==> src/rtl/spi_regs_mc_pkg.sv <==
// Shared constants for the SPI master PicoBlaze register bank:
// register offsets within the bank and bit positions in SPSR and XSR.
package spi_pkg;

    localparam logic [2:0] SPCR_OFS = 3'd0;
    localparam logic [2:0] SPER_OFS = 3'd1;
    localparam logic [2:0] SPSR_OFS = 3'd2;
    localparam logic [2:0] SPDR_OFS = 3'd3;
    localparam logic [2:0] SSR_OFS  = 3'd4;
    localparam logic [2:0] XSR_OFS  = 3'd5;
    localparam logic [2:0] XCNT_OFS = 3'd6;
    localparam logic [2:0] IER_OFS  = 3'd7;

    localparam int unsigned SPIF_BIT = 7;
    localparam int unsigned WCOL_BIT = 6;

    localparam int unsigned XSR_OVF_BIT     = 0;
    localparam int unsigned XSR_RFEMPTY_BIT = 1;
    localparam int unsigned XSR_WFFULL_BIT  = 2;

endpackage

==> src/rtl/spi_regs_mc_strobe_pulse.sv <==
// Rising-edge detector on a strobe-and-hit condition, producing a
// registered single-cycle pulse the cycle after the condition rises.
module spi_strobe_pulse (
    input  logic clk,
    input  logic reset,
    input  logic cond,
    output logic pulse
);

    logic cond_q;

    // Remember the previous condition and fire only on its rising edge.
    always_ff @(posedge clk) begin
        if (reset) begin
            cond_q <= 1'b0;
            pulse  <= 1'b0;
        end else begin
            cond_q <= cond;
            pulse  <= cond && !cond_q;
        end
    end

endmodule

==> src/rtl/spi_regs_mc.sv <==
// PicoBlaze port-mapped register bank for one SPI master channel.
// Optional interrupt enable register and irq output: define SPI_REGS_MC_IRQ_EN.
module spi_regs_mc
    import spi_pkg::*;
#(
    parameter logic [7:0]  BASE_ADDRESS = 8'h00,
    parameter int unsigned NUM_SS       = 4,
    parameter logic [NUM_SS-1:0] SS_RESET = {NUM_SS{1'b1}}
) (
    input  logic              clk,
    input  logic              reset,
    input  logic [7:0]        port_id,
    input  logic [7:0]        data_in,
    output logic [7:0]        data_out,
    input  logic              read_strobe,
    input  logic              write_strobe,
    input  logic [7:0]        rfdout,
    input  logic              rfempty,
    input  logic              wffull,
    input  logic [7:0]        spsr,
    output logic              wfwe,
    output logic [7:0]        wfdin,
    output logic              rfre,
    output logic              clear_spif,
    output logic              clear_wcol,
    output logic [7:0]        spcr,
    output logic [7:0]        sper,
    output logic [NUM_SS-1:0] ss_n,
    output logic              irq
);

    logic [7:0] offset;
    logic       in_bank;
    logic [2:0] ofs;
    logic       wr_en;
    logic       rd_en;
    logic       push_cond;
    logic       pop_cond;
    logic       spif_cond;
    logic       wcol_cond;
    logic       ovf;
    logic [7:0] xcnt;
    logic [7:0] ssr_rd;
    logic [7:0] xsr_rd;
    logic [7:0] ier_rd;
    logic [7:0] rd_mux;

    // Bank decode: offset relative to the base, valid when below 8.
    always_comb begin
        offset    = port_id - BASE_ADDRESS;
        in_bank   = (offset[7:3] == 5'd0);
        ofs       = offset[2:0];
        wr_en     = write_strobe && in_bank;
        rd_en     = read_strobe && in_bank;
        push_cond = wr_en && (ofs == SPDR_OFS) && !wffull;
        pop_cond  = rd_en && (ofs == SPDR_OFS) && !rfempty;
        spif_cond = wr_en && (ofs == SPSR_OFS) && data_in[SPIF_BIT];
        wcol_cond = wr_en && (ofs == SPSR_OFS) && data_in[WCOL_BIT];
    end

    spi_strobe_pulse u_wfwe (.clk(clk), .reset(reset), .cond(push_cond), .pulse(wfwe));
    spi_strobe_pulse u_rfre (.clk(clk), .reset(reset), .cond(pop_cond),  .pulse(rfre));
    spi_strobe_pulse u_spif (.clk(clk), .reset(reset), .cond(spif_cond), .pulse(clear_spif));
    spi_strobe_pulse u_wcol (.clk(clk), .reset(reset), .cond(wcol_cond), .pulse(clear_wcol));

    // Writable registers, sticky overflow flag, push data latch and push counter.
    always_ff @(posedge clk) begin
        if (reset) begin
            spcr  <= '0;
            sper  <= '0;
            ss_n  <= SS_RESET;
            ovf   <= 1'b0;
            xcnt  <= '0;
            wfdin <= '0;
        end else begin
            if (wr_en) begin
                case (ofs)
                    SPCR_OFS: spcr <= data_in;
                    SPER_OFS: sper <= data_in;
                    SSR_OFS:  ss_n <= data_in[NUM_SS-1:0];
                    XSR_OFS:  if (data_in[XSR_OVF_BIT]) ovf <= 1'b0;
                    default:  ;
                endcase
            end
            // A push refused by a full FIFO only raises OVF; wfdin is
            // frozen while wfwe is high so the FIFO sees stable data.
            if (wr_en && (ofs == SPDR_OFS)) begin
                if (wffull) begin
                    ovf <= 1'b1;
                end else if (!wfwe) begin
                    wfdin <= data_in;
                end
            end
            // Counter advances on the actual push pulse; a clear write wins.
            if (wr_en && (ofs == XCNT_OFS)) begin
                xcnt <= '0;
            end else if (wfwe) begin
                xcnt <= xcnt + 8'd1;
            end
        end
    end

`ifdef SPI_REGS_MC_IRQ_EN
    logic [2:0] ier;

    // Interrupt enables and registered interrupt request.
    always_ff @(posedge clk) begin
        if (reset) begin
            ier <= '0;
            irq <= 1'b0;
        end else begin
            if (wr_en && (ofs == IER_OFS)) begin
                ier <= data_in[2:0];
            end
            irq <= |(ier & {!rfempty, ovf, spsr[SPIF_BIT]});
        end
    end

    assign ier_rd = {5'd0, ier};
`else
    assign ier_rd = '0;
    assign irq    = 1'b0;
`endif

    // Read views of SSR and XSR, zero-filled above their defined bits.
    always_comb begin
        ssr_rd                  = '0;
        ssr_rd[NUM_SS-1:0]      = ss_n;
        xsr_rd                  = '0;
        xsr_rd[XSR_OVF_BIT]     = ovf;
        xsr_rd[XSR_RFEMPTY_BIT] = rfempty;
        xsr_rd[XSR_WFFULL_BIT]  = wffull;
    end

    // Read data selection by bank offset.
    always_comb begin
        rd_mux = '0;
        case (ofs)
            SPCR_OFS: rd_mux = spcr;
            SPER_OFS: rd_mux = sper;
            SPSR_OFS: rd_mux = spsr;
            SPDR_OFS: rd_mux = rfdout;
            SSR_OFS:  rd_mux = ssr_rd;
            XSR_OFS:  rd_mux = xsr_rd;
            XCNT_OFS: rd_mux = xcnt;
            IER_OFS:  rd_mux = ier_rd;
            default:  rd_mux = '0;
        endcase
    end

    // Read data is captured every cycle; unmapped addresses read as zero.
    always_ff @(posedge clk) begin
        if (reset) begin
            data_out <= '0;
        end else begin
            data_out <= in_bank ? rd_mux : 8'd0;
        end
    end

endmodule

==> config.mk <==
export PLATFORM = sky130hd
export DESIGN_NAME = spi_regs_mc
export DESIGN_NICKNAME = d
export VERILOG_FILES = /design/src/rtl/spi_regs_mc_pkg.sv /design/src/rtl/spi_regs_mc_strobe_pulse.sv /design/src/rtl/spi_regs_mc.sv
export SDC_FILE = /design/constraint.sdc
export NUM_CORES = 1
export LEC_CHECK = 0
export ABC_AREA = 1
export ABC_CLOCK_PERIOD_IN_PS = 2100
export BUFFER_PORTS_ARGS = -buffer_cell sky130_fd_sc_hd__buf_2
export CAP_MARGIN = 10
export CORE_AREA = 2 2 88 73
export DETAILED_ROUTE_END_ITERATION = 10
export DIE_AREA = 0 0 90 75
export PLACE_DENSITY = 0.73
export SLEW_MARGIN = 0
export SYNTH_ARGS = -nofsm -noshare
export SYNTH_HDL_FRONTEND = slang
export SYNTH_SLANG_ARGS = --single-unit
==> constraint.sdc <==
create_clock -name clk -period 2.1 [get_ports clk]
set_input_delay 0.42 -clock clk [delete_from_list [all_inputs] [get_ports clk]]
set_output_delay 0.42 -clock clk [all_outputs]
set_load 0.05 [all_outputs]
After elaboration in Yosys (flattened, before gate mapping)
Cells that the tools add are included.
{"block": "word_totals", "register_bits": 53}
{"block": "op_classes", "addsub": 1, "n_eq_ne": 7, "mux": 6, "bitwise": 3, "reduce_logical": 28}
{"op": "$pmux W8 S8", "n": 1}
{"op": "$logic_and A1 B1 Y1", "n": 14}
{"op": "$eq A3 B3 Y1 const B", "n": 4}
{"op": "$add A8 B1 Y8 const B", "n": 1}
{"op": "$eq A3 B2 Y1 const B", "n": 2}
{"op": "$logic_not A1 Y1", "n": 6}
{"op": "$reduce_and A2 Y1", "n": 3}
{"op": "$logic_not A5 Y1", "n": 1}
{"op": "$mux W1", "n": 5}
{"op": "$reduce_or A2 Y1", "n": 2}
{"op": "$eq A3 B1 Y1 const B", "n": 1}
{"op": "$logic_not A3 Y1", "n": 1}
{"op": "$not A1 Y1", "n": 3}
{"op": "$reduce_and A3 Y1", "n": 1}

Logic depth before layout (Yosys ltp)
Gate-level depths: netlist of the first run.
{"block": "logic_depth", "depth_word": 5, "depth_mapped": 8}

By module
Synthesis of the first run repeated with hierarchy kept, for this count alone.
{"block": "unflattened", "cells_unflattened": 321, "hier_area_um2": 2338.5}
{"module": "spi_regs_mc", "n_inst": 1, "cells_per_inst": 297, "area_per_inst_um2": 2098.3, "seq_area_each_um2": 900.9}
{"module": "spi_strobe_pulse", "n_inst": 4, "cells_per_inst": 6, "area_per_inst_um2": 60.1, "seq_area_each_um2": 40.0}

Worst setup path after synthesis of the first run
OpenSTA, ideal clock, no wires.
{"block": "synth_path", "path_type": "reg2reg", "from": "reg u_wfwe.pulse", "to": "reg xcnt[5]", "setup_ps": 133, "t_arrival_ps": 1286, "slack_ps": 682, "path_stages_with_launch": 5, "cell_sequence": "dfxtp_1 > inv_1 > nor3_1 > xnor2_1 > nor2_1"}
{"element": "start, declared", "line": "spi_regs_mc_strobe_pulse.sv:7", "text": "output logic pulse"}
{"element": "start signal, assigned", "line": "spi_regs_mc_strobe_pulse.sv:19", "text": "pulse <= cond && !cond_q;"}
{"element": "end signal, assigned", "line": "spi_regs_mc.sv:98", "text": "xcnt <= xcnt + 8'd1;"}
{"element": "end, declared", "line": "spi_regs_mc.sv:42", "text": "logic [7:0] xcnt;"}

Final worst setup path of the first run
{"block": "layout_path", "from": "reg u_wfwe.pulse", "to": "out wfwe"}
{"element": "end, declared", "line": "spi_regs_mc.sv:21", "text": "output logic wfwe,"}
No word-level cell between the ends.

==> metrics.md, run 1 <==
| Metric | Value |
|---|---|
| Peak VDD IR | `0.000344 V` |
| Fin nets | `432` |
| Synth Cell Area | `2270 µm²` |
| P_leak | `1.31 nW` |
| Post-DRT Antenna Nets | `0` |
| Number of synthesis warnings | `0` |
| Drt pass-1 iters | `4` |
| Synthesis-to-finish area growth | `25.6%` |
| Setup bufs post-CTS | `0` |
| RSZ-0062 raised after global routing | `false` |
| Number of H-tree levels | `2` |
| Adder-cell share of the synthesized area | `0.00552` |
| Final wirelength | `6.44 mm` |
| Top Ports | `79` |
| Post-synth net total | `351` |
| CTS Hold Bufs | `0` |
| Netlist cell types | `31` |
| GP Congestion | `0.868` |
| Ratio of cells with drive above 1 in the final layout | `0.262` |
| Crit start category | `register` |
| Synth top area share | `0.468` |
| Post-synthesis xor/xnor area fraction | `0.0116` |
| First-pass GRT wire length | `10.7 mm` |
| Via count of the first global-routing pass | `2207` |
| R2r setup slk | `0.67 ns` |
| Slew @ Worst Pin | `0.599 ns` |
| Largest net degree at the start of global routing | `21` |
| Initial Utilization | `0.390` |
| Crit path max-delay family | `flip-flops` |
| WP data required | `1.68 ns` |
| Setup Skew | `0.0101 ns` |
| Num CTS Buffers | `5` |
| CP max stage cell | `dfxtp_1` |
| Slew HR | `0.598` |
| Main combinational cell family by area after synthesis | `simple AND/OR/NAND/NOR gates` |
| CTS Buffer Depth | `2` |
| Area share of and/or/nand/nor cells after synthesis | `0.346` |
| # rows | `25` |
| Status | `complete, no violations` |
| Antenna violations before repair | `0` |
| Kind of end point of the critical path | `output pin` |
| Total core area | `5820 µm²` |
| Global Route Usage Sum | `0.201` |
| Worst Reg2Reg Path Length in Cells | `4` |
| Port buffer count | `77` |
| Critical Path Fanout Max | `7` |
| Flops & latches, synth | `53` |
| Worst reg2reg endpoint | `wfdin[5]` |
| Fill cell count | `605` |
| CTS tree | `done` |
| Hold Path Origin | `wffull` |
| Max incr delay on CP | `0.47 ns` |
| Multiplexer share of the synthesized area | `0` |
| Slew Limit Fails | `0` |
| Min cycle time layout | `1.50 ns` |
| Ranking of synthesized cells by area | `dfxtp_1, nand2_1, nor2_1, o21ai_0, a21oi_1` |
| Post-synth top area cell | `dfxtp_1` |
| Die area | `6750 µm²` |
| Clock slew at reported path FFs | `0.09 ns` |
| Die W | `90 µm` |
| Setup TNS | `0 ns` |
| Syn Inst Count | `312` |
| Cell area after layout | `2850 µm²` |
| GR Overflow Total | `0` |
| Reg2reg start | `u_wfwe.pulse` |
| CP Class | `reg2out` |
| Pwr dens | `638 nW/µm²` |
| DRC | `0` |
| Synth Area in Compound Gates | `0.106` |
| Register area share after synthesis | `0.468` |
| Total number of vias | `2314` |
| Final HPWL from detailed placement | `4.99 mm` |
| Setup Viol. Count Final | `0` |
| Hold Path Sink | `u_wfwe.pulse` |
| Final Hold Viols | `0` |
| WL/cell | `13.6 µm` |
| DR vias/cell | `4.88` |
| Max cap viols | `0` |
| Root Driver | `clkbuf_8` |
| Die height | `75 µm` |
| Placed cell area | `2750 µm²` |
| Worst EP arrival | `1.08 ns` |
| Hold Crit Class | `in2reg` |
| Hold path depth | `2` |
| Initial detailed-routing violation count | `180` |
| CTS Sinks | `53` |
| Period Utilization, post-route | `0.716` |
| Worst skew pair latency | `0.31 ns` |
| Crit path buf inv count | `1` |
| # diodes | `0` |
| Avg Inst Size Synth | `7.27 µm²` |
| Worst path cell trace | `buf_2` |
| Resized cells post-CTS | `0` |
| Fmax | `0.665 GHz` |
cells in the final DEF (no fill, tap or decap), types with 2 or more instances in the layout:
| master | count |
|---|---|
| a21oi_1 | 22 |
| buf_2 | 77 |
| buf_4 | 5 |
| clkbuf_8 | 5 |
| clkinv_2 | 3 |
| dfxtp_1 | 53 |
| inv_1 | 21 |
| nand2_1 | 69 |
| nand2_2 | 2 |
| nand2_4 | 2 |
| nand3_1 | 18 |
| nand4_1 | 12 |
| nor2_1 | 56 |
| nor3_1 | 6 |
| nor4_1 | 2 |
| o21ai_0 | 24 |
| xnor2_1 | 2 |
final cells by class:
class	count	area (µm²)	area share
clock buffer	5	68.8	0.0241
clock inverter	2	35.0	0.0123
inverter	24	92.6	0.0325
multi-input combinational	227	1070	0.375
sequential	53	1060	0.372
tap	81	101	0.0356
timing repair buffer	82	423	0.148
routing by layer:
metal	vias up	global-route usage	wire, µm
met5	-	0	0
met4	0	0.0598	51
met3	6	0.0420	501
met2	90	0.337	2870
met1	1031	0.268	3010
li1	1187	-	-
synthesized netlist by cell type (all sizes together):
cell and instances:
o21ai 25, or2 1, inv 22, clkinv 2
xor2 1, a21oi 22, dfxtp 53, nand2 73
nor2 58, a31oi 1, nor3 8, conb 1
ha 1, buf 4, nand4 12, nand3 19
xnor2 2, clkbuf 4, nor4 3
state kept, by name, summed over array words and instances, names as in the netlist, 4 cells and up:
name	cells
wfdin	8
xcnt	8
sper	8
spcr	8
ss_n	4
data_out	8
how the worst max path moves through the flow:
stage,start,to,slack (ns),cells past startpoint
final,u_wfwe.pulse,wfwe,0.60,1
after global routing,port_id[4],ss_n[0],0.53,8
after CTS,u_wfwe.pulse,wfwe,0.58,1
after detailed placement,port_id[6],u_spif.pulse,0.38,6
after global placement,port_id[6],spcr[1],0.41,7
after floorplan,u_wfwe.pulse,xcnt[5],0.68,4
kinds of logic (layout without fill, tap and decap cells):
kind of cell             after synthesis  in the layout
buffers and inverters                 32            113
adder cells (fa/ha/maj)                1              1
XOR/XNOR                               3              3
AND/OR/NAND/NOR                      174            174
flip-flops                            53             53
other                                  1              1
AO/OA/AOI/OAI                         48             48
where the power goes:
| group | switching (mW) | internal (mW) |
|---|---|---|
| registers | 0.000993 | 1.01 |
| logic | 0.0961 | 0.0494 |
| clock network | 0.319 | 0.347 |
through the flow:
stage	util	setup slack, ns	total power, mW	hold slack (ns)	std cells
after floorplan	-	0.682	1.10	0.374	312
after global placement	0.472	0.411	1.17	0.382	467
after detailed placement	0.472	0.382	1.17	0.382	467
after CTS	0.490	0.584	1.83	0.328	474
after global routing	0.490	0.530	1.88	0.335	474
final	0.490	0.597	1.82	0.343	474
No activity file was read; power rests on OpenSTA's default activity.
==> inputs of run 2 (changes only) <==
--- a/config.mk
+++ b/config.mk
@@ -6,13 +6,13 @@
 export NUM_CORES = 1
 export LEC_CHECK = 0
 export ABC_AREA = 1
-export ABC_CLOCK_PERIOD_IN_PS = 2100
+export ABC_CLOCK_PERIOD_IN_PS = 1250
 export BUFFER_PORTS_ARGS = -buffer_cell sky130_fd_sc_hd__buf_2
 export CAP_MARGIN = 10
 export CORE_AREA = 2 2 88 73
 export DETAILED_ROUTE_END_ITERATION = 10
 export DIE_AREA = 0 0 90 75
-export PLACE_DENSITY = 0.73
+export PLACE_DENSITY = 0.75
 export SLEW_MARGIN = 0
 export SYNTH_ARGS = -nofsm -noshare
 export SYNTH_HDL_FRONTEND = slang
==> constraint.sdc (replaced) <==
create_clock -name clk -period 1.25 [get_ports clk]
set_input_delay 0.25 -clock clk [delete_from_list [all_inputs] [get_ports clk]]
set_output_delay 0.25 -clock clk [all_outputs]
set_load 0.05 [all_outputs]
==> run 2 against run 1 <==
  * Sequential power increased by 67%
  * Utilization rose by 3.1 points
  * Count of clock-buffer cells in the layout is 2 higher
  * Clock power up 42%
  * Wire length shrank 0.17%
  * Critical path depth did not move
  * Sequential cell count is the same
  * First-iteration DRC count fell by 23%
  * Final cell count increased by 3.6%
  * Via count increased by 2.2%
  * Register-to-register slack worse by 0.56 ns
==> metrics.md, run 2 (synthesis gave the netlist of run 1 again) <==
| Metric | Value |
|---|---|
| Total core area | `5820 µm² (unchanged)` |
| Worst Reg2Reg Path Length in Cells | `6 (+2)` |
| Multi-input gate area | `1080 µm² (+0.94%)` |
| # rows | `25 (unchanged)` |
| Min cycle time layout | `1.24 ns` |
| Die W | `90 µm (unchanged)` |
| Hold Path Origin | `wffull` |
| Port buffer count | `77 (unchanged)` |
| Fmax | `0.805 GHz` |
| Most common cell after layout, fill and taps aside | `buf_2` |
| Most frequent cells in the layout | `buf_2, nand2_1, nor2_1` |
| Crit path buf inv count | `1 (unchanged)` |
| Global Route Usage Sum | `0.192 (-0.00849)` |
| Max cap viols | `0 (unchanged)` |
| Stages on the worst setup path | `1 (unchanged)` |
| Status | `complete, no violations` |
| Die area | `6750 µm² (unchanged)` |
| Top Ports | `79 (unchanged)` |
| GP Congestion | `0.868 (unchanged)` |
| Register area | `1060 µm² (+0.24%)` |
| Period Utilization, post-route | `0.994` |
| WL/cell | `13.1 µm (-3.6%)` |
| Fill cell count | `591 (-2.3%)` |
| Clock slew at reported path FFs | `0.09 ns (about the same)` |
| Max incr delay on CP | `0.40 ns (-0.07 ns)` |
| Final Hold Viols | `0 (unchanged)` |
| Pwr dens | `964 nW/µm² (+51%)` |
| Setup ws final | `0.00762 ns (-0.589 ns)` |
| Number of H-tree levels | `2 (unchanged)` |
| CP Class | `reg2out` |
| Root Driver | `clkbuf_8` |
| CTS Buffer Depth | `2 (unchanged)` |
| DRC | `0 (unchanged)` |
| # diodes | `0 (unchanged)` |
| Reg2reg start | `xcnt[1]` |
| Worst setup startpoint | `sper[7]` |
| Setup Viol. Count Final | `0 (unchanged)` |
| Ratio of cells with drive above 1 in the final layout | `0.298 (+0.0355)` |
| Slew Limit Fails | `0 (unchanged)` |
| Initial Utilization | `0.390 (unchanged)` |
| RSZ-0062 raised after global routing | `false` |
| Kind of end point of the critical path | `output pin` |
| Die height | `75 µm (unchanged)` |
| Hold path depth | `2 (unchanged)` |
| First-pass GRT wire length | `10.2 mm (-3.8%)` |
| CTS tree | `done` |
| Post-DRT Antenna Nets | `0 (unchanged)` |
| Setup bufs post-CTS | `0 (unchanged)` |
| Critical Path Fanout Max | `3 (-4)` |
| Drt pass-1 iters | `4 (unchanged)` |
| CP max stage cell | `dfxtp_1` |
| Final wirelength | `6.42 mm (-0.17%)` |
| Total number of vias | `2366 (+2.2%)` |
| Setup TNS | `0 ns (unchanged)` |
| Crit path max-delay family | `flip-flops` |
| WP data required | `1.00 ns (-0.68 ns)` |
| Worst skew pair latency | `0.30 ns (about the same)` |
| Antenna violations before repair | `0 (unchanged)` |
| Synthesis-to-finish area growth | `33.5%` |
| Crit start category | `register` |
| Final HPWL from detailed placement | `5.09 mm (+2.0%)` |
| Setup Skew | `0.00597 ns (-0.00408 ns)` |
| Worst EP arrival | `0.99 ns (-0.09 ns)` |
| Largest net degree at the start of global routing | `21 (unchanged)` |
| P_leak | `1.39 nW (+6.2%)` |
| Hold Crit Class | `in2reg` |
| Initial detailed-routing violation count | `139 (-23%)` |
| Peak VDD IR | `0.000646 V (+88%)` |
| Worst path cell trace | `buf_2` |
| DR vias/cell | `4.82 (-1.3%)` |
| CTS Sinks | `53 (unchanged)` |
| Via count of the first global-routing pass | `2219 (+0.54%)` |
| Fin nets | `448 (+3.7%)` |
| CTS Hold Bufs | `0 (unchanged)` |
| Setup WS pre-CTS | `-0.123 ns (-0.505 ns)` |
| GR Overflow Total | `0 (unchanged)` |
| Num CTS Buffers | `5 (unchanged)` |
run 2: final cells by class:
type / count / area share
Timing Repair Buffer: 98 / 0.201
Clock buffer: 7 / 0.0252
Multi-Input combinational cell: 227 / 0.356
Inverter: 24 / 0.0306
Tap cell: 81 / 0.0335
Clock inverter: 1 / 0.00248
Sequential cell: 53 / 0.351
run 2: what timing repair did:
| action | 4_1_cts | 5_1_grt |
|---|---|---|
| gates resized for setup | 2 | 7 |
| endpoints found under the hold margin | 0 | 0 |
| setup endpoints to repair | 2 | 7 |
run 2: stage by stage:
stage	util	area (µm²)	total power, mW	hold slack (ns)	std cells
after global placement	0.502	2920	2.01	0.378	483
after global routing	0.520	3030	3.03	0.177	491
final	0.520	3030	2.92	0.173	491
after floorplan	-	2270	1.86	0.314	312
after detailed placement	0.502	2920	2.01	0.385	483
after CTS	0.517	3010	2.93	0.168	491
run 2: path summary, 6_finish.rpt:
check	end	slack, ns
worst max register to register	xcnt[6]	0.11
worst max-delay path	sper[7]	0.008
worst min-delay path	u_wfwe.pulse	0.17
worst min register to register	u_rfre.pulse	0.40
run 2: report_power, final:
| group | internal, mW | leakage [nW] | switching (mW) | total, mW |
|---|---|---|---|---|
| clock | 0.398 | 0.0385 | 0.548 | 0.945 |
| combinational | 0.113 | 0.925 | 0.169 | 0.282 |
| sequential | 1.69 | 0.428 | 0.00161 | 1.69 |
run 2: metal layers:
layer / wire length (µm) / part of all wire / global-route usage / vias to the layer above
met4: 83 / 0.013 / 0.0581 / 0
met5: 0 / 0 / 0 / -
met3: 486 / 0.076 / 0.0561 / 9
met2: 2810 / 0.44 / 0.326 / 86
li1: - / - / - / 1208
met1: 3040 / 0.47 / 0.244 / 1063
==> inputs of run 3 (changes only) <==
--- a/config.mk
+++ b/config.mk
@@ -6,13 +6,13 @@
 export NUM_CORES = 1
 export LEC_CHECK = 0
 export ABC_AREA = 1
-export ABC_CLOCK_PERIOD_IN_PS = 1250
+export ABC_CLOCK_PERIOD_IN_PS = 1450
 export BUFFER_PORTS_ARGS = -buffer_cell sky130_fd_sc_hd__buf_2
 export CAP_MARGIN = 10
 export CORE_AREA = 2 2 88 73
 export DETAILED_ROUTE_END_ITERATION = 10
 export DIE_AREA = 0 0 90 75
-export PLACE_DENSITY = 0.75
+export PLACE_DENSITY = 0.73
 export SLEW_MARGIN = 0
 export SYNTH_ARGS = -nofsm -noshare
 export SYNTH_HDL_FRONTEND = slang
==> constraint.sdc (replaced) <==
create_clock -name clk -period 1.45 [get_ports clk]
set_input_delay 0.29 -clock clk [delete_from_list [all_inputs] [get_ports clk]]
set_output_delay 0.29 -clock clk [all_outputs]
set_load 0.05 [all_outputs]
==> run 3 against run 2 <==
  * Non-clock buffer count decreased by 7
  * Final cell count shrank 1.4%
  * Sequential power is 14% lower
  * Cell area shrank 3.4%
  * Largest cell class unchanged
  * Count of clock-buffer cells in the layout fell by 1
  * Highest routed layer unchanged
  * Clock skew about the same
  * First-iteration DRC count shrank 0.72%
  * Total power down 12%
  * Global-route usage grew 0.61 points
==> metrics.md, run 3 (synthesis gave the netlist of run 1 again) <==
| Metric | Value |
|---|---|
| Synthesis-to-finish area growth | `29.0%` |
| Kind of end point of the critical path | `output pin` |
| Total number of vias | `2345 (-0.89%)` |
| Period Utilization, post-route | `0.944` |
| Worst setup startpoint | `u_wfwe.pulse` |
| # diodes | `0 (unchanged)` |
| Worst skew pair latency | `0.31 ns (about the same)` |
| Worst EP arrival | `1.08 ns (+0.09 ns)` |
| Clock slew at reported path FFs | `0.09 ns (about the same)` |
| Wire length on met2 | `2.80 mm (-0.68%)` |
| DR WL met3 | `570 µm (+17%)` |
| WL/cell | `13.2 µm (+0.78%)` |
| CP Class | `reg2out` |
| Setup crit end | `wfwe` |
| Peak VDD IR | `0.000473 V (-27%)` |
| Fin nets | `441 (-1.6%)` |
| Wl on met1 | `2.96 mm (-2.5%)` |
| Multi-input gate area | `1070 µm² (-0.93%)` |
| Worst path cell trace | `clkbuf_4` |
| Critical Path Fanout Max | `7 (+4)` |
| Final HPWL from detailed placement | `4.97 mm (-2.3%)` |
| Largest net degree at the start of global routing | `21 (unchanged)` |
| Placed cell area | `2830 µm² (-3.2%)` |
| Setup ws final | `0.0808 ns (+0.0732 ns)` |
| Final wirelength | `6.38 mm (-0.65%)` |
| First-pass GRT wire length | `10.4 mm (+1.5%)` |
| # rows | `25 (unchanged)` |
| Drt pass-1 iters | `4 (unchanged)` |
| CTS tree | `done` |
| Num CTS Buffers | `5 (unchanged)` |
| Via count of the first global-routing pass | `2230 (+0.50%)` |
| Power Total | `2.56 mW (-12%)` |
| Number of H-tree levels | `2 (unchanged)` |
| WP data required | `1.16 ns (+0.16 ns)` |
| Fill cell count | `599 (+1.4%)` |
| GP Congestion | `0.872 (+0.47%)` |
| Worst reg2reg endpoint | `xcnt[6]` |
| CTS Sinks | `53 (unchanged)` |
| Setup Skew | `0.00617 ns (+0.000196 ns)` |
| Fin cells | `484 (-1.4%)` |
| Stages on the worst setup path | `1 (unchanged)` |
| Max incr delay on CP | `0.48 ns (+0.08 ns)` |
| Min cycle time layout | `1.37 ns` |
| Die W | `90 µm (unchanged)` |
| CP max stage cell | `dfxtp_1` |
| Max cap viols | `0 (unchanged)` |
| Setup WS pre-CTS | `-0.0948 ns (+0.0279 ns)` |
| Register area | `1060 µm² (-0.24%)` |
| Placed cell count | `476 (-1.4%)` |
| Most common cell after layout, fill and taps aside | `buf_2` |
| Crit path max-delay family | `flip-flops` |
| Hold Crit Class | `in2reg` |
| GR Overflow Total | `0 (unchanged)` |
| Initial Utilization | `0.390 (unchanged)` |
| Ratio of cells with drive above 1 in the final layout | `0.280 (-0.0172)` |
| Hold WS | `0.207 ns (+0.0349 ns)` |
| Antenna violations before repair | `0 (unchanged)` |
| Cell area after layout | `2930 µm² (-3.4%)` |
| P_leak | `1.36 nW (-2.6%)` |
| Root Driver | `clkbuf_8` |
| Crit path buf inv count | `1 (unchanged)` |
| Initial detailed-routing violation count | `138 (-0.72%)` |
| DR vias/cell | `4.85 (+0.55%)` |
| Most frequent cells in the layout | `buf_2, nand2_1, nor2_1` |
| Setup Viol. Count Final | `0 (unchanged)` |
| RSZ-0062 raised after global routing | `false` |
| Die area | `6750 µm² (unchanged)` |
| Reg2reg start | `xcnt[0]` |
| Pwr dens | `875 nW/µm² (-9.2%)` |
| Crit start category | `register` |
| Total core area | `5820 µm² (unchanged)` |
| Status | `complete, no violations` |
| CTS Buffer Depth | `2 (unchanged)` |
| Worst Reg2Reg Path Length in Cells | `6 (unchanged)` |
| Post-DRT Antenna Nets | `0 (unchanged)` |
| Global Route Usage Sum | `0.198 (+0.00615)` |
| Slew Limit Fails | `0 (unchanged)` |
| Final Hold Viols | `0 (unchanged)` |
| Port buffer count | `77 (unchanged)` |
| Top Ports | `79 (unchanged)` |
| R2r setup slk | `0.20 ns (+0.09 ns)` |
| Die height | `75 µm (unchanged)` |
| DRC | `0 (unchanged)` |
| Fmax | `0.730 GHz` |
| Max Used Layer | `met4` |
## run 3: metal layers
metal,GRT usage,vias up
li1,-,1201
met1,0.263,1057
met2,0.317,82
met3,0.0551,5
met4,0.0718,0
met5,0,-
## run 3: area by class of cell
type                            count  share of cell area
Clock buffer                        6              0.0282
Clock inverter                      2             0.00470
Inverter                           24              0.0317
Multi-Input combinational cell    227               0.365
Sequential cell                    53               0.363
Tap cell                           81              0.0346
Timing Repair Buffer               91               0.173
## run 3: power breakdown
group / switching, mW / leakage, nW / internal, mW / total, mW
logic: 0.140 / 0.878 / 0.0829 / 0.223
clock network: 0.490 / 0.0512 / 0.388 / 0.878
registers: 0.00139 / 0.427 / 1.46 / 1.46
total: 0.632 / 1.36 / 1.93 / 2.56
## run 3: what timing repair did
action                                 4_1_cts  5_1_grt
endpoints found under the hold margin        0        0
resized for setup                            0        1
setup endpoints to repair                    0        1
setup buffers                                0        0
hold buffers                                 0        0
## run 3: stage by stage
stage / TNS [ns] / utilization
2_1_floorplan: 0 / -
3_3_place_gp: -0.561 / 0.486
3_5_place_dp: -1.25 / 0.486
4_1_cts: 0 / 0.502
5_1_grt: 0 / 0.503
6_report: 0 / 0.503
## run 3: how the worst min path moves through the flow
stage / startpoint / endpoint / depth (start not counted) / slack [ns]
2_1_floorplan: wffull / u_wfwe.pulse / 1 / 0.36
3_3_place_gp: u_wcol.cond_q / u_wcol.pulse / 1 / 0.38
5_1_grt: wffull / u_wfwe.pulse / 2 / 0.21
6_report: wffull / u_wfwe.pulse / 2 / 0.21
4_1_cts: wffull / u_wfwe.pulse / 2 / 0.20
3_5_place_dp: u_rfre.cond_q / u_rfre.pulse / 1 / 0.39
